===== src/rtl/mac_receive.sv =====
// mac_receive: RMII receiver doing preamble/SFD hunt, byte assembly, destination filter and FCS check.
// Latency: a byte leaves on data_out when the 4th later byte completes (FCS never emitted); frame_done 2 clocks after carrier end.
// No backpressure: data_valid_out is a one-cycle strobe the consumer must take; frame verdict is held until the next frame_done.
module mac_receive #(
  parameter logic [47:0] MAC_ADDR    = 48'h02_00_00_00_00_01,
  parameter bit          PROMISCUOUS = 1'b0,
  parameter int          MAX_FRAME   = 1518
) (
  input  logic        clk_100mhz,
  input  logic        rstn,
  input  logic        eth_refclk,
  input  logic        eth_crsdv,
  input  logic [1:0]  eth_rxd,
  output logic [7:0]  data_out,
  output logic        data_valid_out,
  output logic        frame_start,
  output logic        frame_done,
  output logic        frame_ok,
  output logic [10:0] frame_len,
  output logic        busy
);

  typedef enum logic [1:0] {IDLE, PREAMBLE, DATA, DROP} state_t;

  localparam logic [11:0] MAX_LEN     = 12'(MAX_FRAME);
  localparam logic [31:0] CRC_RESIDUE = 32'hDEBB20E3;

  // Reflected CRC-32 update over one byte, LSB first.
  function automatic logic [31:0] crc_byte(input logic [31:0] c, input logic [7:0] b);
    logic [31:0] r;
    r = c ^ {24'h0, b};
    for (int i = 0; i < 8; i++) r = r[0] ? ((r >> 1) ^ 32'hEDB88320) : (r >> 1);
    return r;
  endfunction

  logic            crs_q, crs_prev_q, smp_q;
  logic [1:0]      rxd_q;
  state_t          state_q;
  logic            seen01_q, from_data_q;
  logic [5:0]      sh_q;
  logic [1:0]      dcnt_q;
  logic [10:0]     cnt_q;
  logic [31:0]     crc_q;
  logic [3:0][7:0] line_q;
  logic [2:0]      fill_q;
  logic            dst_u_q, dst_b_q;
  logic            done_pend_q, ok_pend_q;

  logic [7:0]      byte_d, mac_byte;
  logic [47:0]     mac_sh;
  logic [31:0]     crc_d;
  logic [10:0]     cnt_d;
  logic            over_d, in_dst, dst_u_d, dst_b_d, verdict_d, valid, car_end;

  assign valid   = crs_q | crs_prev_q;
  assign car_end = !crs_q && !crs_prev_q;
  assign busy    = (state_q != IDLE);

  // Register RMII pins only on refclk-high cycles; smp_q flags the cycle that processes the sample.
  always_ff @(posedge clk_100mhz or negedge rstn) begin
    if (!rstn) begin
      crs_q      <= 1'b0;
      crs_prev_q <= 1'b0;
      rxd_q      <= 2'b00;
      smp_q      <= 1'b0;
    end else begin
      smp_q <= eth_refclk;
      if (eth_refclk) begin
        crs_q      <= eth_crsdv;
        crs_prev_q <= crs_q;
        rxd_q      <= eth_rxd;
      end
    end
  end

  // Next-byte, CRC, count, destination-match and verdict terms for the current sample.
  always_comb begin
    byte_d    = {rxd_q, sh_q};
    crc_d     = crc_byte(crc_q, byte_d);
    cnt_d     = (cnt_q == 11'h7FF) ? cnt_q : cnt_q + 11'd1;
    over_d    = ({1'b0, cnt_q} + 12'd1) > MAX_LEN;
    mac_sh    = MAC_ADDR << {cnt_q[2:0], 3'b000};
    mac_byte  = mac_sh[47:40];
    in_dst    = cnt_q < 11'd6;
    dst_u_d   = dst_u_q & (!in_dst | (byte_d == mac_byte));
    dst_b_d   = dst_b_q & (!in_dst | (byte_d == 8'hFF));
    verdict_d = (crc_q == CRC_RESIDUE) && (PROMISCUOUS || dst_u_q || dst_b_q) &&
                (cnt_q >= 11'd64) && ({1'b0, cnt_q} <= MAX_LEN) && (dcnt_q <= 2'd1);
  end

  // Receive FSM with registered outputs; the verdict is staged one cycle so frame_done lands 2 clocks after the end strobe.
  always_ff @(posedge clk_100mhz or negedge rstn) begin
    if (!rstn) begin
      state_q        <= IDLE;
      seen01_q       <= 1'b0;
      from_data_q    <= 1'b0;
      sh_q           <= '0;
      dcnt_q         <= '0;
      cnt_q          <= '0;
      crc_q          <= '0;
      line_q         <= '0;
      fill_q         <= '0;
      dst_u_q        <= 1'b0;
      dst_b_q        <= 1'b0;
      done_pend_q    <= 1'b0;
      ok_pend_q      <= 1'b0;
      data_out       <= '0;
      data_valid_out <= 1'b0;
      frame_start    <= 1'b0;
      frame_done     <= 1'b0;
      frame_ok       <= 1'b0;
      frame_len      <= '0;
    end else begin
      data_valid_out <= 1'b0;
      frame_start    <= 1'b0;
      frame_done     <= 1'b0;
      if (done_pend_q) begin
        done_pend_q <= 1'b0;
        frame_done  <= 1'b1;
        frame_ok    <= ok_pend_q;
        frame_len   <= cnt_q;
      end
      if (smp_q) begin
        case (state_q)
          IDLE: begin
            if (crs_q) begin
              state_q  <= PREAMBLE;
              seen01_q <= (rxd_q == 2'b01);
            end
          end
          PREAMBLE: begin
            if (car_end) begin
              state_q <= IDLE;
            end else begin
              case (rxd_q)
                2'b01: seen01_q <= 1'b1;
                2'b11: begin
                  if (seen01_q) begin
                    state_q     <= DATA;
                    frame_start <= 1'b1;
                    dcnt_q      <= '0;
                    cnt_q       <= '0;
                    crc_q       <= 32'hFFFF_FFFF;
                    fill_q      <= '0;
                    dst_u_q     <= 1'b1;
                    dst_b_q     <= 1'b1;
                  end else begin
                    state_q     <= DROP;
                    from_data_q <= 1'b0;
                  end
                end
                2'b10: begin
                  state_q     <= DROP;
                  from_data_q <= 1'b0;
                end
                default: ;
              endcase
            end
          end
          DATA: begin
            if (car_end) begin
              state_q     <= IDLE;
              done_pend_q <= 1'b1;
              ok_pend_q   <= verdict_d;
            end else if (valid) begin
              sh_q   <= {rxd_q, sh_q[5:2]};
              dcnt_q <= dcnt_q + 2'd1;
              if (dcnt_q == 2'd3) begin
                crc_q   <= crc_d;
                cnt_q   <= cnt_d;
                dst_u_q <= dst_u_d;
                dst_b_q <= dst_b_d;
                line_q  <= {line_q[2:0], byte_d};
                if (fill_q == 3'd4) begin
                  data_out       <= line_q[3];
                  data_valid_out <= 1'b1;
                end else begin
                  fill_q <= fill_q + 3'd1;
                end
                if (over_d || (cnt_q == 11'd5 && !PROMISCUOUS && !dst_u_d && !dst_b_d)) begin
                  state_q     <= DROP;
                  from_data_q <= 1'b1;
                end
              end
            end
          end
          DROP: begin
            if (car_end) begin
              state_q <= IDLE;
              if (from_data_q) begin
                done_pend_q <= 1'b1;
                ok_pend_q   <= 1'b0;
              end
            end
          end
          default: state_q <= IDLE;
        endcase
      end
    end
  end

endmodule


===== config.mk =====
export PLATFORM = sky130hd
export DESIGN_NAME = mac_receive
export DESIGN_NICKNAME = d
export VERILOG_FILES = /design/src/rtl/mac_receive.sv
export SDC_FILE = /design/constraint.sdc
export NUM_CORES = 1
export LEC_CHECK = 0
export ABC_AREA = 1
export ABC_CLOCK_PERIOD_IN_PS = 2200
export BUFFER_PORTS_ARGS = -buffer_cell sky130_fd_sc_hd__buf_2
export CORE_AREA = 2 2 121 123
export CTS_CLUSTER_SIZE = 28
export DETAILED_ROUTE_END_ITERATION = 8
export DIE_AREA = 0 0 123 125
export PLACE_DENSITY = 0.63
export SLEW_MARGIN = 25
export SYNTH_ARGS = -nofsm -noshare
export SYNTH_HDL_FRONTEND = slang
export SYNTH_SLANG_ARGS = --single-unit
export TNS_END_PERCENT = 10

===== constraint.sdc =====
create_clock -name clk_100mhz -period 2.2 [get_ports clk_100mhz]
set_input_delay 0.44 -clock clk_100mhz [delete_from_list [all_inputs] [get_ports clk_100mhz]]
set_output_delay 0.44 -clock clk_100mhz [all_outputs]
set_load 0.05 [all_outputs]

* After elaboration in Yosys (flattened, before gate mapping)
Cells that the tools add are included.
** Storage, ports and cells
- Flip-flop bits (word level) :: 122
- Input port bits :: 6
- Output and inout port bits :: 24
** Cells by class
- Add/sub/neg operators :: 4
- Magnitude comparators :: 5
- Eq/ne operators :: 33
- Shift operators :: 1
- Mux-type cells :: 91
- Bitwise gates (word level) :: 15
- Reduce and logical (&&, ||, !) cells :: 30
** Operator list (count)
- $mux 32 :: 14
- $not 13->14 :: 8
- $mux 11 :: 7
- $pmux 32 s2 :: 1
- $shl 42x6->48 const A :: 1
- $mux 1 :: 38
- $eq 32x32->1 const B :: 1
- $xor 32x8->32 :: 1
- $ne 2x2->1 const B :: 14
- $reduce_and 9->1 :: 3
- $mux 2 :: 12
- $pmux 11 s2 :: 1
- $mux 3 :: 7
- $reduce_and 5->1 :: 3
- $pmux 1 s2 :: 7
- $reduce_and 7->1 :: 2
- $add 11x1->12 const B :: 1
- $gt 12x11->1 const B :: 1
- $ne 3x3->1 const B :: 4
- $add 11x1->11 const B :: 1
- $eq 11x11->1 const B :: 1
- $eq 11x3->1 const B :: 1
- $ge 11x7->1 const B :: 1
- $le 11x11->1 const B :: 1
- 25 further kinds :: 48

* Longest topological paths before layout
Gate-level depths: netlist (run 1).
- Depth in word-level cells :: 21
- Gate-level depth with buffers :: 16
- Mapped depth without buffers :: 16

* Worst setup path after synthesis (run 1)
OpenSTA, ideal clock, no wires.
- Path kind :: reg-to-reg
- Start point :: reg state_q[0]
- End point :: reg cnt_q[3]
- Library setup time :: 135 ps
- Arrival time :: 1665 ps
- Slack :: 401 ps
- Stages on the path, launching flop included :: 13
- Path buffers :: 2
- Period minus slack after synthesis :: 1799 ps
- Cells stage by stage :: dfrtp_1 -> nor2_8 -> inv_6 -> nor2_2 -> inv_2 -> nor2_4 -> nand2_2 -> buf_6 -> nand2_4 -> nand2_4 -> inv_2 -> buf_6 -> o22ai_2
** On the way
- Cells in the longest elaborated chain, start to end :: 3
- Elaborated cells on any way between the ends :: 12
** Ends and longest elaborated chain
- start: declaration :: RTL line 38 : state_t state_q;
- start signal: assignment :: RTL line 94 : state_q <= IDLE;
- start signal: assignment :: RTL line 127 : state_q <= PREAMBLE;
- start signal: assignment :: RTL line 133 : state_q <= IDLE;
- $eq 2x2->1 or $eq 2x1->1 (tied branches) :: RTL line 124 : case (state_q)
- $ne 2x2->1 (no source line) or $reduce_bool 2->1 (tied branches)
- $reduce_and 9->1 (no source line)
- end signal: assignment :: RTL line 170 : cnt_q <= cnt_d;
- end: declaration :: RTL line 42 : logic [10:0] cnt_q;
Several ways; a longest one is shown, not always the timed one.
A chain may end at the register's enable or synchronous reset.

* Worst setup path in the final report (run 1)
- Start point :: reg sh_q[0]
- End point :: reg crc_q[19]
** On the way
- Cells in the longest elaborated chain, start to end :: 18
** Ends and longest elaborated chain
- start: declaration :: RTL line 40 : logic [5:0] sh_q;
- start signal: assignment :: RTL line 166 : sh_q <= {rxd_q, sh_q[5:2]};
- $xor 32x8->32 * :: RTL line 31 : r = c ^ {24'h0, b};
- $mux 32 * (2 in a row) :: RTL line 32 : for (int i = 0; i < 8; i++) r = r[0] ? ((r >> 1) ^ 32'hEDB88320) : (r >> 1);
- $not 13->14 (no source line)
- $mux 32 * :: RTL line 32
- $not 13->14 (no source line)
- $mux 32 * (2 in a row) :: RTL line 32
- $not 13->14 (no source line)
- $mux 32 * :: RTL line 32
- $not 13->14 (no source line)
- $mux 32 * :: RTL line 32
- $not 13->14 (no source line)
- $mux 32 * :: RTL line 32
- $mux 32 * :: RTL line 168 : if (dcnt_q == 2'd3) begin
- $mux 32 * :: RTL line 165 : end else if (valid) begin
- $mux 32 * :: RTL line 161 : if (car_end) begin
- $pmux 32 s2 * :: RTL line 124
- end signal: assignment :: RTL line 169 : crc_q <= crc_d;
- end: declaration :: RTL line 43 : logic [31:0] crc_q;
Every way passes the cells marked *; elsewhere a longest branch is shown, timed or not. The select of a mux whose other input is x is not followed.

==> metrics.yaml, run 1 <==
ys_seq_elements: 122
cts.sinks: 122
post-dp-hpwl_mm: 10.1
cap_violations: 0
drt-initial-drc-count: 389
antennaDiodeCount: 0
fillers: 1366
synth.area.top_cells: "dfrtp_1 (49%), nand2_1 (9.0%), inv_1 (5.6%)"
grt_pass1_wl_mm: 24.3
ant_nets: 0
io_buffers: 29
nNetsFinal: 786
cts_setup_buffers: 0
die_y_um: 125
setup_violations: 0
yosysSeqAreaShare: 0.488
drive_gt1_frac: 0.147
slew_headroom: 0.565
post-place-ws_ns: 0.104
synthFlopType: "dfrtp_1"
htree_levels: 4
overflow: 0
viasPerCell: 5.11
clock_latency_ns: 0.42
drc: 0
clkTransAtPathRegs_ns: 0.05
gp_congestion: 0.883
ios: 30
worstHoldPathType: "in -> reg"
status: "finished clean"
synth_edf_count: 0
grt_pass1_vias: 4821
rsz0062_at_grt: "true"
root_buffer: "clkbuf_16"
period_share: 0.960
synth_cell_types: 48
slew_viol_final: 0
avgSynthCellArea_um2: 8.57
core_area_um2: 14200
power_density_nw_per_um2: 1530
grt_antenna_before_repair: 0
syn_area_um2: 6250
syn2layout_area_growth_pct: 15.6
yosysTopAreaCell: "dfrtp_1"
num_rows: 44
grt.total_usage: 0.204
die_w_um: 123
hold_violations: 0
fin_crit_ns: 2.11
synthCells: 730
die_area_um2: 15400
setup_slack_ns: 0.0870
yosysWarnings: 0
wire_per_inst_um: 14.9
clock_tree.buffer_depth: 2
leakagePower_nw: 3.47
critical_path_required_ns: 2.54
vias: 4946
arrival_ns: 2.45
yosysTopAreaCellShare: 0.488
syn_nets: 743
crit_type: "reg -> reg"
fmax_ghz: 0.473
finalSetupTns_ns: 0
worst_pin_slew_ns: 0.653
cts_buffers: 17
worstSetupStartpointType: "flip-flop"
synthArstFlopShare: 1.00
grt_max_degree: 70
start_util: 0.440
skew_ns: 0.00759
cp-end-kind: "flip-flop"
routed_wl_mm: 14.4
cp_max_fo: 10
drt_pre_antenna_iters: 5
ir_worst_vdd_v: 0.000865
cts_tree: "done"
-- logic make-up after synthesis --
kind of cell               Yosys count  synth area share
DFF                                122             0.488
adders and majority gates            7            0.0140
AOI/OAI and AO/OA                  144             0.130
buffers and inverters              126            0.0810
muxes                                1           0.00180
and+or+nand+nor                    271             0.196
xor gates and xnor gates            59            0.0886
-- flip-flops by register name, summed over array words and instances (netlist names), 3 cells and up --
name,cells
cnt_q,11
crc_q,32
data_out,8
fill_q,3
frame_len,11
line_q,32
sh_q,6
-- cell usage after synthesis (2+ instances only) --
| library cell | count |
|---|---|
| a32oi_1 | 4 |
| inv_2 | 11 |
| nor4_1 | 2 |
| buf_2 | 6 |
| o22ai_2 | 4 |
| clkbuf_1 | 10 |
| ha_1 | 7 |
| xor2_1 | 38 |
| o21ai_0 | 68 |
| nor2_2 | 3 |
| o21ai_1 | 11 |
| nand2_4 | 5 |
| nand4_1 | 16 |
| o211ai_1 | 3 |
| nor3_1 | 8 |
| o22ai_1 | 14 |
| nand2_1 | 150 |
| nor2_8 | 2 |
| nor2_1 | 49 |
| a21oi_1 | 32 |
| nand3_1 | 21 |
| xnor2_1 | 16 |
| or2_1 | 2 |
| inv_1 | 94 |
| xnor2_2 | 4 |
| dfrtp_1 | 122 |
| nand2_2 | 5 |
| or2_0 | 2 |
| buf_6 | 2 |
-- final timing paths --
| path | startpoint | end | slack, ns | depth (start not counted) |
|---|---|---|---|---|
| max in group asynchronous | rstn | state_q[0]$_DFFE_PN0P_ | 1.26 | 3 |
| hold reg to reg | line_q[23]$_DFFE_PN0P_ | line_q[31]$_DFFE_PN0P_ | 0.47 | 2 |
| hold / removal | eth_refclk | smp_q$_DFF_PN0_ | 0.24 | 1 |
| setup reg to reg | sh_q[0]$_DFFE_PN0P_ | crc_q[19]$_DFFE_PN0P_ | 0.09 | 12 |
| setup / recovery | sh_q[0]$_DFFE_PN0P_ | crc_q[19]$_DFFE_PN0P_ | 0.09 | 12 |
| min in group asynchronous | rstn | data_out[0]$_DFFE_PN0P_ | 0.37 | 2 |
-- layout by cell type, fill, tap and decap left out, types with 3 or more instances in the layout --
master     count
clkbuf_1       6
inv_2         11
nand2_1      150
nand4_1       16
nor2_1        45
nor2_2         7
clkbuf_8       3
inv_1         94
clkbuf_16     17
nand3_1       21
a21oi_1       32
ha_1           6
buf_2         28
buf_12         3
o22ai_1       14
o21ai_0       68
a32oi_1        4
xnor2_1       16
dfrtp_1      120
buf_4         11
xor2_1        37
o22ai_2        4
nor3_1         8
o21ai_1       11
nand2_4        5
o211ai_1       3
nand2_2        5
xnor2_2        4
-- area by class of cell --
cell class                      count  area [µm²]  share of cell area
Clock buffer                       26         489              0.0676
Tap cell                          184         230              0.0318
Multi-Input combinational cell    482        2720               0.375
Timing Repair Buffer               43         293              0.0405
Sequential cell                   122        3060               0.422
Clock inverter                      3        40.0             0.00554
Inverter                          107         409              0.0566
-- worst max-delay path, cell delays in order, from the launching register on --
cell	delay (ns)
dfrtp_1	0.45
inv_1	0.12
nand2_1	0.09
nand2_4	0.19
inv_2	0.06
or2_1	0.27
nand2_4	0.17
nand2_1	0.10
nand2_2	0.15
inv_2	0.07
o21ai_0	0.17
nor2_1	0.06
a21oi_1	0.12
-- where the power goes --
part / internal, mW / switching [mW]
logic: 1.90 / 3.32
clock network: 1.62 / 0.914
registers: 2.80 / 0.535
total: 6.31 / 4.77
-- per-stage QoR --
step	std cells	hold slack, ns	cell area (µm²)	utilization	power (mW)
3_3_place_gp	937	0.248	6670	0.470	8.43
2_1_floorplan	730	0.144	6250	-	7.29
3_5_place_dp	937	0.246	6670	0.470	8.50
6_report	967	0.235	7230	0.509	11.1
4_1_cts	967	0.225	7210	0.508	11.1
5_1_grt	967	0.237	7230	0.509	11.9
-- metal layers --
layer  wire length [µm]  global-route usage  up-vias
met1               6930               0.299     2314
met4                382              0.0909        0
met2               6260               0.288      166
met3                845              0.0474       33
met5                  0                   0        -
li1                   -                   -     2433
-- repair_timing --
action | 4_1_cts | 5_1_grt
resized for setup | 0 | 8
hold buffers | 1 | 0
hold endpoints to repair | 1 | 0
endpoints found under the setup margin | 0 | 7
Power figures use the tool's default switching activity.
==> run 2, diff against run 1 <==
- ABC_AREA: 1 -> not set
- CORE_AREA: 2 2 121 123 -> 2 2 120 122
- DIE_AREA: 0 0 123 125 -> 0 0 122 124
- SKIP_CTS_REPAIR_TIMING: not set -> 1
==> metrics.yaml, run 2 <==
crit_buf_inv: 0
placed_cells: 772
grt_antenna_before_repair: 0
synth_edf_count: 0
drc: 0
worst_path_max_delay_cell: "or4_1"
gp_congestion: 0.898
antennaDiodeCount: 0
syn_nets: 563
stdcell_area_um2: 7350
yosysTopAreaCellShare: 0.498
core_area_um2: 13700
num_rows: 43
yosysTopAreaCell: "dfrtp_1"
cp-end-kind: "flip-flop"
power_density_nw_per_um2: 1740
cts_buffers: 17
max_stage_delay_ns: 0.57
syn2layout_area_growth_pct: 19.9
clkTransAtPathRegs_ns: 0.06
vias: 4360
finalCoreUtilization: 0.536
start_util: 0.447
skew_ns: 0.00727
synth.area.top_cells: "dfrtp_1 (50%), mux2_2 (11%), xnor2_1 (6.3%)"
drt_pre_antenna_iters: 4
syn_area_um2: 6130
finalSetupTns_ns: 0
grt.total_usage: 0.192
clock_latency_ns: 0.41
worstSetupStartpointType: "flip-flop"
status: "finished clean"
drive_gt1_frac: 0.294
wire_per_inst_um: 16.3
cap_violations: 0
ir_worst_vdd_v: 0.00113
nNetsFinal: 626
worstHoldPathType: "in -> async"
drt-initial-drc-count: 269
reg_top3: "crc_q: 32 flops, line_q: 32 flops"
overflow: 0
layout.cells.non_filler: 806
avgSynthCellArea_um2: 11.1
ys_seq_elements: 122
layout_commonest_cell: "dfrtp_1"
die_area_um2: 15100
crit_type: "reg -> reg"
slew_viol_final: 0
ant_nets: 0
die_y_um: 124
critical_path_required_ns: 2.49
die_w_um: 122
synth.most_common_cell: "dfrtp_1"
routed_wl_mm: 13.1
yosysWarnings: 0
synth_cell_types: 55
leakagePower_nw: 3.27
viasPerCell: 5.41
grt_pass1_wl_mm: 22.5
fillers: 1204
cts.sinks: 122
htree_levels: 4
post-dp-hpwl_mm: 9.01
period_share: 0.919
place_area_um2: 6730
cts_tree: "done"
clock_tree.buffer_depth: 2
grt_pass1_vias: 4496
hold_violations: 0
root_buffer: "clkbuf_16"
grt_max_degree: 123
yosys-top-cells-count: "dfrtp_1 (122), mux2_2 (62), nor2_1 (53)"
crit_chain: "nand4_1, nor3_1, a31oi_1, or4_1, o211ai_1, nand3_1"
critPathTopFamily: "simple AND/OR/NAND/NOR gates"
synthFlopType: "dfrtp_1"
arrival_ns: 2.31
setup_violations: 0
most-common-layout-cells: "dfrtp_1 (122), mux2_2 (62), nor2_1 (52)"
slew_headroom: 0.574
synthArstFlopShare: 1.00
rsz0062_at_grt: "false"
fin_crit_ns: 2.02
synthCells: 550
cp_max_fo: 9
worst_pin_slew_ns: 0.639
yosysSeqAreaShare: 0.498
fmax_ghz: 0.495
ios: 30
io_buffers: 29
[run 2: cell types whose count changed after synthesis, sizes merged, moves of 13 or more]
cell,before,now
a21oi,32,47
o21ai,79,20
xnor2,20,51
clkbuf,10,23
inv,107,13
o22ai,18,4
mux2,1,62
nand2,160,18
[run 2: layout make-up]
class	instances	area [µm²]	area share
timing repair buffer	76	526	0.0715
clock inverter	11	121	0.0165
multi-input combinational	383	2920	0.398
clock buffer	21	450	0.0613
sequential	122	3050	0.415
inverter	13	48.8	0.00664
tap	180	225	0.0306
[run 2: kinds of logic after synthesis]
family | after synthesis | synth area share
flip-flops | 122 | 0.498
multiplexers | 63 | 0.116
XOR/XNOR | 78 | 0.132
AO/OA/AOI/OAI | 102 | 0.100
AND/OR/NAND/NOR | 133 | 0.110
buffers and inverters | 45 | 0.0290
adder cells (fa/ha/maj) | 7 | 0.0143
[run 2: worst paths after layout]
path | start | end | slack, ns | cells after the start
max reg2reg | cnt_q[5]$_DFFE_PN0P_ | state_q[0]$_DFFE_PN0P_ | 0.18 | 6
min | rstn | crc_q[24]$_DFFE_PN0P_ | 0.12 | 2
max in group asynchronous | rstn | frame_len[7]$_DFFE_PN0P_ | 1.61 | 2
min reg2reg | data_out[7]$_DFFE_PN0P_ | data_out[7]$_DFFE_PN0P_ | 0.50 | 1
min in group clk_100mhz | eth_refclk | smp_q$_DFF_PN0_ | 0.21 | 1
max | cnt_q[5]$_DFFE_PN0P_ | state_q[0]$_DFFE_PN0P_ | 0.18 | 6
[run 2: worst reg2reg max path: cells and delay by family, from the launching register on]
family / cells / cell delay, ns
simple gates: 4 / 1.14
compound gates: 2 / 0.25
flops: 1 / 0.50
[run 2: power by group]
group          switching (mW)  internal, mW
logic                    3.43          3.30
registers               0.618          2.75
clock network           0.996          1.69
total                    5.05          7.75
[run 2: metrics by stage]
stage                     power [mW]  hold slack, ns  setup slack (ns)
after floorplan                 8.32           0.144            0.0393
after global placement          9.91           0.485             0.153
after detailed placement        10.0           0.488             0.112
after CTS                       12.9           0.143             0.108
after global routing            13.6           0.138            0.0286
final                           12.8           0.118             0.179
[run 2: metal layers]
metal  GRT usage  routed length (µm)
met5           0                   0
met4      0.0697                 163
met3      0.0568                 480
met2       0.325                6710
met1       0.233                5770
==> run 3, diff against run 2 <==
- MAX_ROUTING_LAYER: not set -> met4
==> metrics.yaml, run 3 (synthesized netlist as in run 2, its figures left out) <==
status: "finished clean"
antennaDiodeCount: 0
whs_ns: 0.209
htree_levels: 4
worst_path_max_delay_cell: "or4_1"
cts.sinks: 122
vias: 4364
num_rows: 43
p_clk_frac: 0.216
cts_tree: "done"
critical_path_required_ns: 2.49
p_int_mw: 7.80
grt.total_usage: 0.198
ant_nets: 0
die_w_um: 122
grt_antenna_before_repair: 0
routed_wl_mm: 13.5
ios: 30
die_y_um: 124
crit_type: "reg -> reg"
crit_buf_inv: 2
io_buffers: 29
nNetsFinal: 630
core_area_um2: 13700
cp-end-kind: "flip-flop"
finalCoreUtilization: 0.539
reg_top3: "crc_q: 32 flops, line_q: 32 flops"
seqPwrFrac: 0.264
overflow: 0
drc: 0
crit_chain: "ha_1, nand4_1, buf_4, buf_4, nor3_1, o211ai_1, or4_1, o211ai_1, nand3_1"
gp_congestion: 0.860
critPathTopFamily: "simple AND/OR/NAND/NOR gates"
hold_violations: 0
slew_viol_final: 0
setup_violations: 0
die_area_um2: 15100
cp_max_fo: 5
cts_buffers: 17
r2r_setup_slack_ns: 0.12
worstHoldPathType: "in -> reg"
clkTransAtPathRegs_ns: 0.05
clock_tree.buffer_depth: 2
clock_latency_ns: 0.42
swShare: 0.386
grt_pass1_wl_mm: 22.3
fmax_ghz: 0.481
worstSetupStartpointType: "flip-flop"
layout_commonest_cell: "dfrtp_1"
slew_headroom: 0.555
grt_pass1_vias: 4444
finalSetupTns_ns: 0
worst_pin_slew_ns: 0.663
leakagePower_nw: 3.30
skew_ns: 0.00919
drt_pre_antenna_iters: 4
period_share: 0.946
drive_gt1_frac: 0.298
wire_per_inst_um: 16.7
drt-initial-drc-count: 321
fin_crit_ns: 2.08
pwr-share-comb: 0.520
start_util: 0.447
ir_worst_vdd_v: 0.00127
grt_max_degree: 42
arrival_ns: 2.37
post-dp-hpwl_mm: 9.29
power_density_nw_per_um2: 1720
root_buffer: "clkbuf_16"
viasPerCell: 5.39
most-common-layout-cells: "dfrtp_1 (121), mux2_2 (62), nor2_1 (52)"
max_stage_delay_ns: 0.51
p_sw_mw: 4.91
syn2layout_area_growth_pct: 20.6
cap_violations: 0
## run 3: cell type report
cell class,instances,area (µm²)
multi-input combinational,384,2920
clock inverter,10,118
tap,180,225
timing repair buffer,79,551
clock buffer,22,474
sequential,122,3050
fill,1201,6330
inverter,13,48.8
## run 3: metal layers
metal | GRT usage | part of all wire | vias to the layer above
met1 | 0.235 | 0.44 | 2175
met3 | 0.0449 | 0.041 | 19
met5 | - | 0 | -
li1 | - | - | 2068
met2 | 0.324 | 0.50 | 102
met4 | 0.0920 | 0.018 | 0
## run 3: worst reg2reg max path, stage by stage, from the launching register on
cell      delay (ns)
dfrtp_1         0.35
ha_1            0.19
nand4_1         0.11
buf_4           0.18
buf_4           0.14
nor3_1          0.13
o211ai_1        0.11
or4_1           0.51
o211ai_1        0.12
nand3_1         0.11
## run 3: worst paths after layout
check | from | end | depth (start not counted)
min | eth_refclk | smp_q$_DFF_PN0_ | 1
min in group asynchronous | rstn | crc_q[19]$_DFFE_PN0P_ | 2
min reg2reg | line_q[29]$_DFFE_PN0P_ | line_q[29]$_DFFE_PN0P_ | 1
max in group asynchronous | rstn | cnt_q[5]$_DFFE_PN0P_ | 3
max | cnt_q[1]$_DFFE_PN0P_ | state_q[0]$_DFFE_PN0P_ | 9
max reg2reg | cnt_q[1]$_DFFE_PN0P_ | state_q[0]$_DFFE_PN0P_ | 9
## run 3: per-stage QoR
step                instance area (µm²)  power, mW  worst slack (ns)  std cells
floorplan                          6130       8.32            0.0393        550
global placement                   6750       9.87           -0.0250        773
detailed placement                 6750       9.96          -0.00136        773
CTS                                7340       12.8           -0.0823        805
global route                       7390       13.5           -0.0157        810
finish                             7390       12.7             0.119        810
## run 3: power groups by stage
| stage | sequential [mW] | clock (mW) | combinational (mW) |
|---|---|---|---|
| 3_5_place_dp | 3.38 | 0 | 6.58 |
| 3_3_place_gp | 3.36 | 0 | 6.51 |
| 2_1_floorplan | 3.21 | 0 | 5.11 |
| 5_1_grt | 3.43 | 2.92 | 7.19 |
| 4_1_cts | 3.35 | 2.80 | 6.63 |
| 6_report | 3.36 | 2.75 | 6.60 |
